<file path="src/rtl/mips32_pkg.sv">
// Shared register-file types and constants for the mips32 write-back path.
// Typedefs are sized for the default geometry; modules re-derive widths from their own parameters.
package mips32_pkg;

  localparam int ADDR_SIZE_DEF = 4;
  localparam int BYTE_SIZE_DEF = 8;

  typedef logic [ADDR_SIZE_DEF-1:0] reg_addr_t;
  typedef logic [BYTE_SIZE_DEF-1:0] reg_data_t;

  localparam reg_addr_t ZERO_REG  = 4'd0;
  localparam logic      PORT_ALU  = 1'b0;
  localparam logic      PORT_LOAD = 1'b1;

  // One-hot grant vector for the port named by a round-robin pointer.
  function automatic logic [1:0] port_onehot(input logic port);
    if (port == PORT_LOAD) begin
      return 2'b10;
    end else begin
      return 2'b01;
    end
  endfunction

endpackage

</file>
<file path="src/rtl/rr_arb2.sv">
// Two-way round-robin arbiter: pointer names the preferred port when both request,
// and moves to the other port after every grant.
module rr_arb2
  import mips32_pkg::*;
(
  input  logic       clock,
  input  logic       reset_n,
  input  logic       stall,
  input  logic [1:0] req,
  output logic [1:0] gnt
);

  logic rr_q;
  logic rr_d;

  // Grant decode; readys stay low while reset is asserted.
  always_comb begin
    gnt = 2'b00;
    if (!reset_n || stall) begin
      gnt = 2'b00;
    end else begin
      case (req)
        2'b01:   gnt = 2'b01;
        2'b10:   gnt = 2'b10;
        2'b11:   gnt = port_onehot(rr_q);
        default: gnt = 2'b00;
      endcase
    end
  end

  // Pointer advances past the winner; idle cycles leave it alone.
  always_comb begin
    rr_d = rr_q;
    if (gnt[PORT_ALU]) begin
      rr_d = PORT_LOAD;
    end else if (gnt[PORT_LOAD]) begin
      rr_d = PORT_ALU;
    end else begin
      rr_d = rr_q;
    end
  end

  // Pointer register.
  always_ff @(posedge clock or negedge reset_n) begin
    if (!reset_n) begin
      rr_q <= PORT_ALU;
    end else begin
      rr_q <= rr_d;
    end
  end

endmodule

</file>
<file path="src/rtl/regfile_wb_sched.sv">
// Write-back scheduler: arbitrates ALU and load write-back onto the single register-file
// write port, registers the winner, and bypasses the registered write onto both read ports.
module regfile_wb_sched
  import mips32_pkg::*;
#(
  parameter int ADDR_SIZE     = ADDR_SIZE_DEF,
  parameter int BYTE_SIZE     = BYTE_SIZE_DEF,
  parameter bit HARDWIRE_ZERO = 1'b1
) (
  input  logic                 clock,
  input  logic                 reset_n,
  input  logic                 stall,
  input  logic                 req0_valid,
  output logic                 req0_ready,
  input  logic [ADDR_SIZE-1:0] req0_addr,
  input  logic [BYTE_SIZE-1:0] req0_data,
  input  logic                 req1_valid,
  output logic                 req1_ready,
  input  logic [ADDR_SIZE-1:0] req1_addr,
  input  logic [BYTE_SIZE-1:0] req1_data,
  output logic                 wen,
  output logic [ADDR_SIZE-1:0] waddr,
  output logic [BYTE_SIZE-1:0] wdata,
  input  logic [ADDR_SIZE-1:0] raddr1,
  input  logic [BYTE_SIZE-1:0] mem_rdata1,
  output logic [BYTE_SIZE-1:0] rdata1,
  input  logic [ADDR_SIZE-1:0] raddr2,
  input  logic [BYTE_SIZE-1:0] mem_rdata2,
  output logic [BYTE_SIZE-1:0] rdata2,
  output logic                 busy
);

  localparam logic [ADDR_SIZE-1:0] ZERO_ADDR = ADDR_SIZE'(ZERO_REG);

  logic [1:0]           gnt;
  logic                 wen_q,   wen_d;
  logic [ADDR_SIZE-1:0] waddr_q, waddr_d;
  logic [BYTE_SIZE-1:0] wdata_q, wdata_d;
  logic [ADDR_SIZE-1:0] sel_addr;
  logic [BYTE_SIZE-1:0] sel_data;

  rr_arb2 u_arb (
    .clock   (clock),
    .reset_n (reset_n),
    .stall   (stall),
    .req     ({req1_valid, req0_valid}),
    .gnt     (gnt)
  );

  assign req0_ready = gnt[PORT_ALU];
  assign req1_ready = gnt[PORT_LOAD];

  // Next write-port state; a write to $zero still updates addr/data but never raises wen.
  always_comb begin
    sel_addr = req0_addr;
    sel_data = req0_data;
    wen_d    = 1'b0;
    waddr_d  = waddr_q;
    wdata_d  = wdata_q;
    if (gnt[PORT_LOAD]) begin
      sel_addr = req1_addr;
      sel_data = req1_data;
    end else begin
      sel_addr = req0_addr;
      sel_data = req0_data;
    end
    if (gnt != 2'b00) begin
      waddr_d = sel_addr;
      wdata_d = sel_data;
      wen_d   = !(HARDWIRE_ZERO && (sel_addr == ZERO_ADDR));
    end else begin
      waddr_d = waddr_q;
      wdata_d = wdata_q;
      wen_d   = 1'b0;
    end
  end

  // Registered write port; reset drops any write in flight.
  always_ff @(posedge clock or negedge reset_n) begin
    if (!reset_n) begin
      wen_q   <= 1'b0;
      waddr_q <= '0;
      wdata_q <= '0;
    end else begin
      wen_q   <= wen_d;
      waddr_q <= waddr_d;
      wdata_q <= wdata_d;
    end
  end

  assign wen   = wen_q;
  assign waddr = waddr_q;
  assign wdata = wdata_q;
  assign busy  = wen_q;

  // Read bypass: $zero reads as 0, otherwise the pending write beats stale memory data.
  always_comb begin
    rdata1 = mem_rdata1;
    rdata2 = mem_rdata2;
    if (HARDWIRE_ZERO && (raddr1 == ZERO_ADDR)) begin
      rdata1 = '0;
    end else if (wen_q && (raddr1 == waddr_q)) begin
      rdata1 = wdata_q;
    end else begin
      rdata1 = mem_rdata1;
    end
    if (HARDWIRE_ZERO && (raddr2 == ZERO_ADDR)) begin
      rdata2 = '0;
    end else if (wen_q && (raddr2 == waddr_q)) begin
      rdata2 = wdata_q;
    end else begin
      rdata2 = mem_rdata2;
    end
  end

endmodule

</file>
<file path="config.mk">
export PLATFORM = sky130hd
export DESIGN_NAME = regfile_wb_sched
export DESIGN_NICKNAME = d
export VERILOG_FILES = /design/src/rtl/mips32_pkg.sv /design/src/rtl/rr_arb2.sv /design/src/rtl/regfile_wb_sched.sv
export SDC_FILE = /design/constraint.sdc
export NUM_CORES = 1
export LEC_CHECK = 0
export ABC_AREA = 1
export CAP_MARGIN = 5
export CORE_AREA = 2 2 60 62
export CTS_CLUSTER_DIAMETER = 200
export DETAILED_ROUTE_END_ITERATION = 8
export DIE_AREA = 0 0 62 64
export DONT_BUFFER_PORTS = 1
export PLACE_DENSITY = 0.59
export SYNTH_ARGS = -nofsm -noshare
export SYNTH_HDL_FRONTEND = slang
export SYNTH_SLANG_ARGS = --single-unit
export TNS_END_PERCENT = 5
</file>
<file path="constraint.sdc">
create_clock -name clock -period 3.85 [get_ports clock]
set_input_delay 1.155 -clock clock [delete_from_list [all_inputs] [get_ports clock]]
set_output_delay 1.155 -clock clock [all_outputs]
set_load 0.005 [all_outputs]
</file>
# Word level (Yosys, flattened, before mapping)
# Index checks and enable logic that the tools add are counted.
op_classes:
  add_sub_neg: 0
  n_mul: 0
  div_mod_pow: 0
  order_cmp: 0
  n_eq_ne: 5
  shifts: 0
  muxes: 12
  n_bitwise: 0
  n_reduce_logical: 9
op_table:
  columns: ["operator", "count"]
  rows:
  - ["$mux 8", 5]
  - ["$logic_not 4->1", 3]
  - ["$eq 4x4->1", 2]
  - ["$pmux 2 s3", 1]
  - ["$eq 2x2->1 const B", 2]
  - ["$mux 2", 2]
  - ["$mux 4", 1]
  - ["$mux 1", 3]
  - ["$eq 2x1->1 const B", 1]
  - ["$logic_and 1x1->1", 2]
  - ["$logic_not 1->1", 2]
  - ["$reduce_bool 2->1", 1]
  - ["$logic_or 1x1->1", 1]
totals:
  regBits: 14
  latchBits: 0
  ramBits: 0
  rom_bits: 0
  inputBits: 53
  out_inout_bits: 32
  elab_cells: 30
  memories: 0

# Depth between registers and ports, before layout
depth:
  word_depth: 7
  mapped_depth: 9
  mapped_depth_nobuf: 8

# By module
# A second synthesis with hierarchy kept.
hier_totals:
  hier_cells: 233
  hier_area_um2: 1375.1
modules_own_cells:
  columns: ["mod", "instances", "cells_per_inst", "area_per_inst_um2"]
  rows:
  - ["regfile_wb_sched", 1, 222, 1295.0]
  - ["rr_arb2", 1, 11, 80.1]

# Least setup slack after synthesis
# No wires, ideal clock.
synth_timing:
  path_type: "input-to-output"
  start: "in raddr2[0]"
  end: "out rdata2[0]"
  arrival_ps: 1921
  required_time_ps: 2695
  setup_slack_ps: 774
  path_stages: 8
  cell_sequence: "inv_1 -> nand2_1 -> nand2_1 -> nor2_2 -> nand3_2 -> nand2_1 -> inv_1 -> nor2_1"
synth_via:
  elab_chain_len: 4
synth_rtl:
  columns: ["item", "line", "source"]
  rows:
  - ["start: declaration", "regfile_wb_sched.sv:27", "input logic [ADDR_SIZE-1:0] raddr2,"]
  - ["$eq 4x4->1", "regfile_wb_sched.sv:109", "end else if (wen_q && (raddr2 == waddr_q)) begin"]
  - ["$logic_and 1x1->1", "regfile_wb_sched.sv:109", null]
  - ["$mux 8", "regfile_wb_sched.sv:109", null]
  - ["$mux 8 *", "regfile_wb_sched.sv:107", "if (HARDWIRE_ZERO && (raddr2 == ZERO_ADDR)) begin"]
  - ["end: declaration", "regfile_wb_sched.sv:29", "output logic [BYTE_SIZE-1:0] rdata2,"]
# Every way passes the cells marked *; elsewhere a longest branch is shown, timed or not.

# Worst setup path in the final report
# Ends and elaborated chain as after synthesis.

==> results by group <==
Power and ir drop
  – Power density cells: ~350 mW/mm^2
  – P_leak: between 0.9 and 1 nW
  – Total power: 0.518 mW
  – Peak VDD IR: roughly 0.00019 V

Die
  – Die footprint: ~0.0040 sq mm
  – Die X: between 60 and 70 um
  – Num ports: 85
  – Core area: 0.00328 sq mm
  – Std cell rows: 21
  – Die height: roughly 64 um
  – Starting density of the core: about 43%

Clock tree
  – H-tree levels: 1
  – CTS sink cnt: 14
  – Post-CTS setup buffer count: 0
  – Clock Latency Late Sink: about 0.28 ns
  – CTS tree: done
  – CTS Hold Bufs: 0
  – TritonCTS Buffers: 3
  – CTS root buf: clkbuf_4
  – CTS Buffer Depth: 2
  – Post-cts sizing count: 0
  – Worst-path clk slew: roughly 0.090 ns

Detailed routing
  – WL final: between 3 and 4 mm
  – Wire length per cell: approximately 12 um
  – Via count: 1334
  – # DRC: 0
  – Starting DRT DRC Count: 37
  – Drt pass-1 iters: 4
  – Via density: roughly 4.7
  – Remaining antenna violation count after routing: 0

Global routing
  – Met3 usage: around 5.5%
  – Most Used Layer, Global Route: met2
  – Global route overflow: 0
  – Global-route wire length before repair: between 5 and 6 mm
  – Pin count of the biggest net entering global routing: 17
  – GRT Total Usage: 19.0%
  – Vias in the first global route: roughly 1300
  – GRT met1 Usage: 24.4%
  – Met2 GRT Util: 30.5%
  – Initial antenna violation count: 0

Flow run
  – Max-cap viol count: 0

Synthesis
  – Top_reg_cell synth: dfrtp_1
  – Syn nets: between 200 and 300
  – Post-Synth XOR/XNOR Area: 1.23%
  – Post-Synthesis Cells: 240
  – Main combinational cell family by area after synthesis: simple AND/OR/NAND/NOR gates
  – Synth Area in Adders: 0%
  – Post-synth ARST share: 100%
  – Simple-gate area share of the yosys netlist: ~48%
  – Post-synthesis cell type count: 22
  – Largest cells by area after synthesis: dfrtp_1 (25%), nand2_1 (23%), inv_1 (14%)
  – Netlist Area Pre-Place: about 0.0014 sq mm
  – Post-synth EDFFs: 0
  – Sequential fraction of the synthesis area: between 20% and 30%
  – Yosys warning total: 0
  – Count leader, synth: nand2_1
  – Yosys top cell area share: 24.6%
  – Mean post-synth cell area: 5.94 sq um
  – Yosys reg bits: 14
  – Commonest cells in the netlist: nand2_1 (88), inv_1 (52), nor2_1 (23), nand4_1 (20), dfrtp_1 (14)
  – Multiplexer share of the synthesized area: 0%
  – Synth area leader: dfrtp_1
  – Post-synthesis compound-gate area fraction: under 10%

STA
  – Slew Limit Headroom: between 70% and 80%
  – Max-slew violations: 0
  – RSZ-0062 raised after global routing: no
  – Worst Slack Setup Final: around 0.62 ns
  – Final Hold Fails: 0
  – Clock Skews: around 0.009 ns
  – Final TNS setup: 0 ns
  – Measured slew at the worst slew-check pin: approximately 0.34 ns
  – Fmax: between 0.3 and 0.4 GHz
  – Endpoints failing setup: 0
  – Tcrit/Tclk final: a little over four fifths
  – Fin crit period: 3.23 ns

Cells and area
  – Share of post-route cells with drive strength above 1: between 10% and 20%
  – Area delta synth->final: 3.78%
  – Layout net count: ~290
  – Finished Core Util: a little under half
  – ANT cells: 0

Placement
  – Placed wire-length estimate: between 2 and 3 mm
  – PortBufs: 0
  – RD Place Congestion: ~0.86
  – Dpl ws: between 0.6 and 0.7 ns

Setup path
  – Worst r2r src: u_arb.rr_q$_DFFE_PN0P_
  – Buffers and inverters on the worst path: 2
  – Worst path slowest cell: nor2_2
  – Worst path depth: 7
  – Setup CP Type: primary input to primary output
  – Worst path required time: about 2.7 ns
  – Reg-to-reg endpoint: wdata[1]$_DFFE_PN0P_
  – Worst-path cell chain: inv_1 > nor2_1 > nor2_2 > nand3_2 > nand2_1 > inv_1 > nor2_1
  – Kind of cell adding the most delay to the critical path: simple AND/OR/NAND/NOR gates
  – Crit path from: raddr2[0]
  – CP Data Arrival Time: roughly 2.1 ns
  – R2r setup slk: between 2 and 2.5 ns
  – CP max stage delay: between 0.3 and 0.4 ns
  – Max FO, Critical Path: 9
  – CP endpoint kind: primary output
  – Crit path capture: rdata2[0]
  – R2R depth: 8
  – Crit path launch type: primary input

Outcome
  – Outcome: finished clean

Worst hold path
  – Worst hold path class: primary input to asynchronous set/reset pin
==> flip-flops by register name, indices dropped and copies added, names as in the netlist <==
signal	count
wdata	8
waddr	4
busy	1
u_arb.rr_q	1
==> cells by family (layout without fill, tap and decap cells) <==
logic type      Yosys count  after routing
compound gates           16             16
simple gates            145            145
flops                    14             14
buf+inv                  63             63
xor+xnor                  2              2
==> cell type report <==
cell class	count	area (sq um)
Inverter	59	226
Multi-Input combinational cell	163	808
Tap cell	46	57.6
Fill cell	357	1810
Sequential cell	14	350
Clock buffer	4	36.3
==> per-stage QoR <==
stage / cells / cell area, sq um / hold WS (ns)
after floorplan: 240 / 1430 / 0.516
after global placement: 282 / 1440 / 0.545
after detailed placement: 282 / 1440 / 0.545
after CTS: 286 / 1480 / 0.537
after global routing: 286 / 1480 / 0.531
final: 286 / 1480 / 0.553
==> worst min-delay path by stage <==
| stage | startpoint | end | slack, ns | cells after the start |
|---|---|---|---|---|
| 5_1_grt | reset_n | u_arb.rr_q$_DFFE_PN0P_ | 0.53 | 0 |
| 4_1_cts | reset_n | u_arb.rr_q$_DFFE_PN0P_ | 0.54 | 0 |
| 3_3_place_gp | u_arb.rr_q$_DFFE_PN0P_ | u_arb.rr_q$_DFFE_PN0P_ | 0.54 | 2 |
| 2_1_floorplan | waddr[3]$_DFFE_PN0P_ | waddr[3]$_DFFE_PN0P_ | 0.52 | 2 |
| 6_report | reset_n | u_arb.rr_q$_DFFE_PN0P_ | 0.55 | 0 |
| 3_5_place_dp | u_arb.rr_q$_DFFE_PN0P_ | u_arb.rr_q$_DFFE_PN0P_ | 0.54 | 2 |
==> cell usage in the layout (no fill, tap or decap), drive strengths merged <==
cell	count
nand2	91
and3	1
inv	57
o21ai	15
nand4	20
nand3	4
xor2	2
clkinv	2
dfrtp	14
o21bai	1
nor2	29
clkbuf	4
==> power breakdown <==
part           internal [mW]  leakage, nW  switching, mW
Sequential             0.182        0.173         0.0369
Clock                 0.0575       0.0210         0.0486
Combinational         0.0598        0.748          0.133
==> layer usage <==
metal  vias to the layer above  routed length [um]
met2                        53                1570
li1                        724                   -
met3                         2                 282
met4                         0                  23
met1                       555                1480
met5                         -                   0
(Power assumes the default switching activity.)
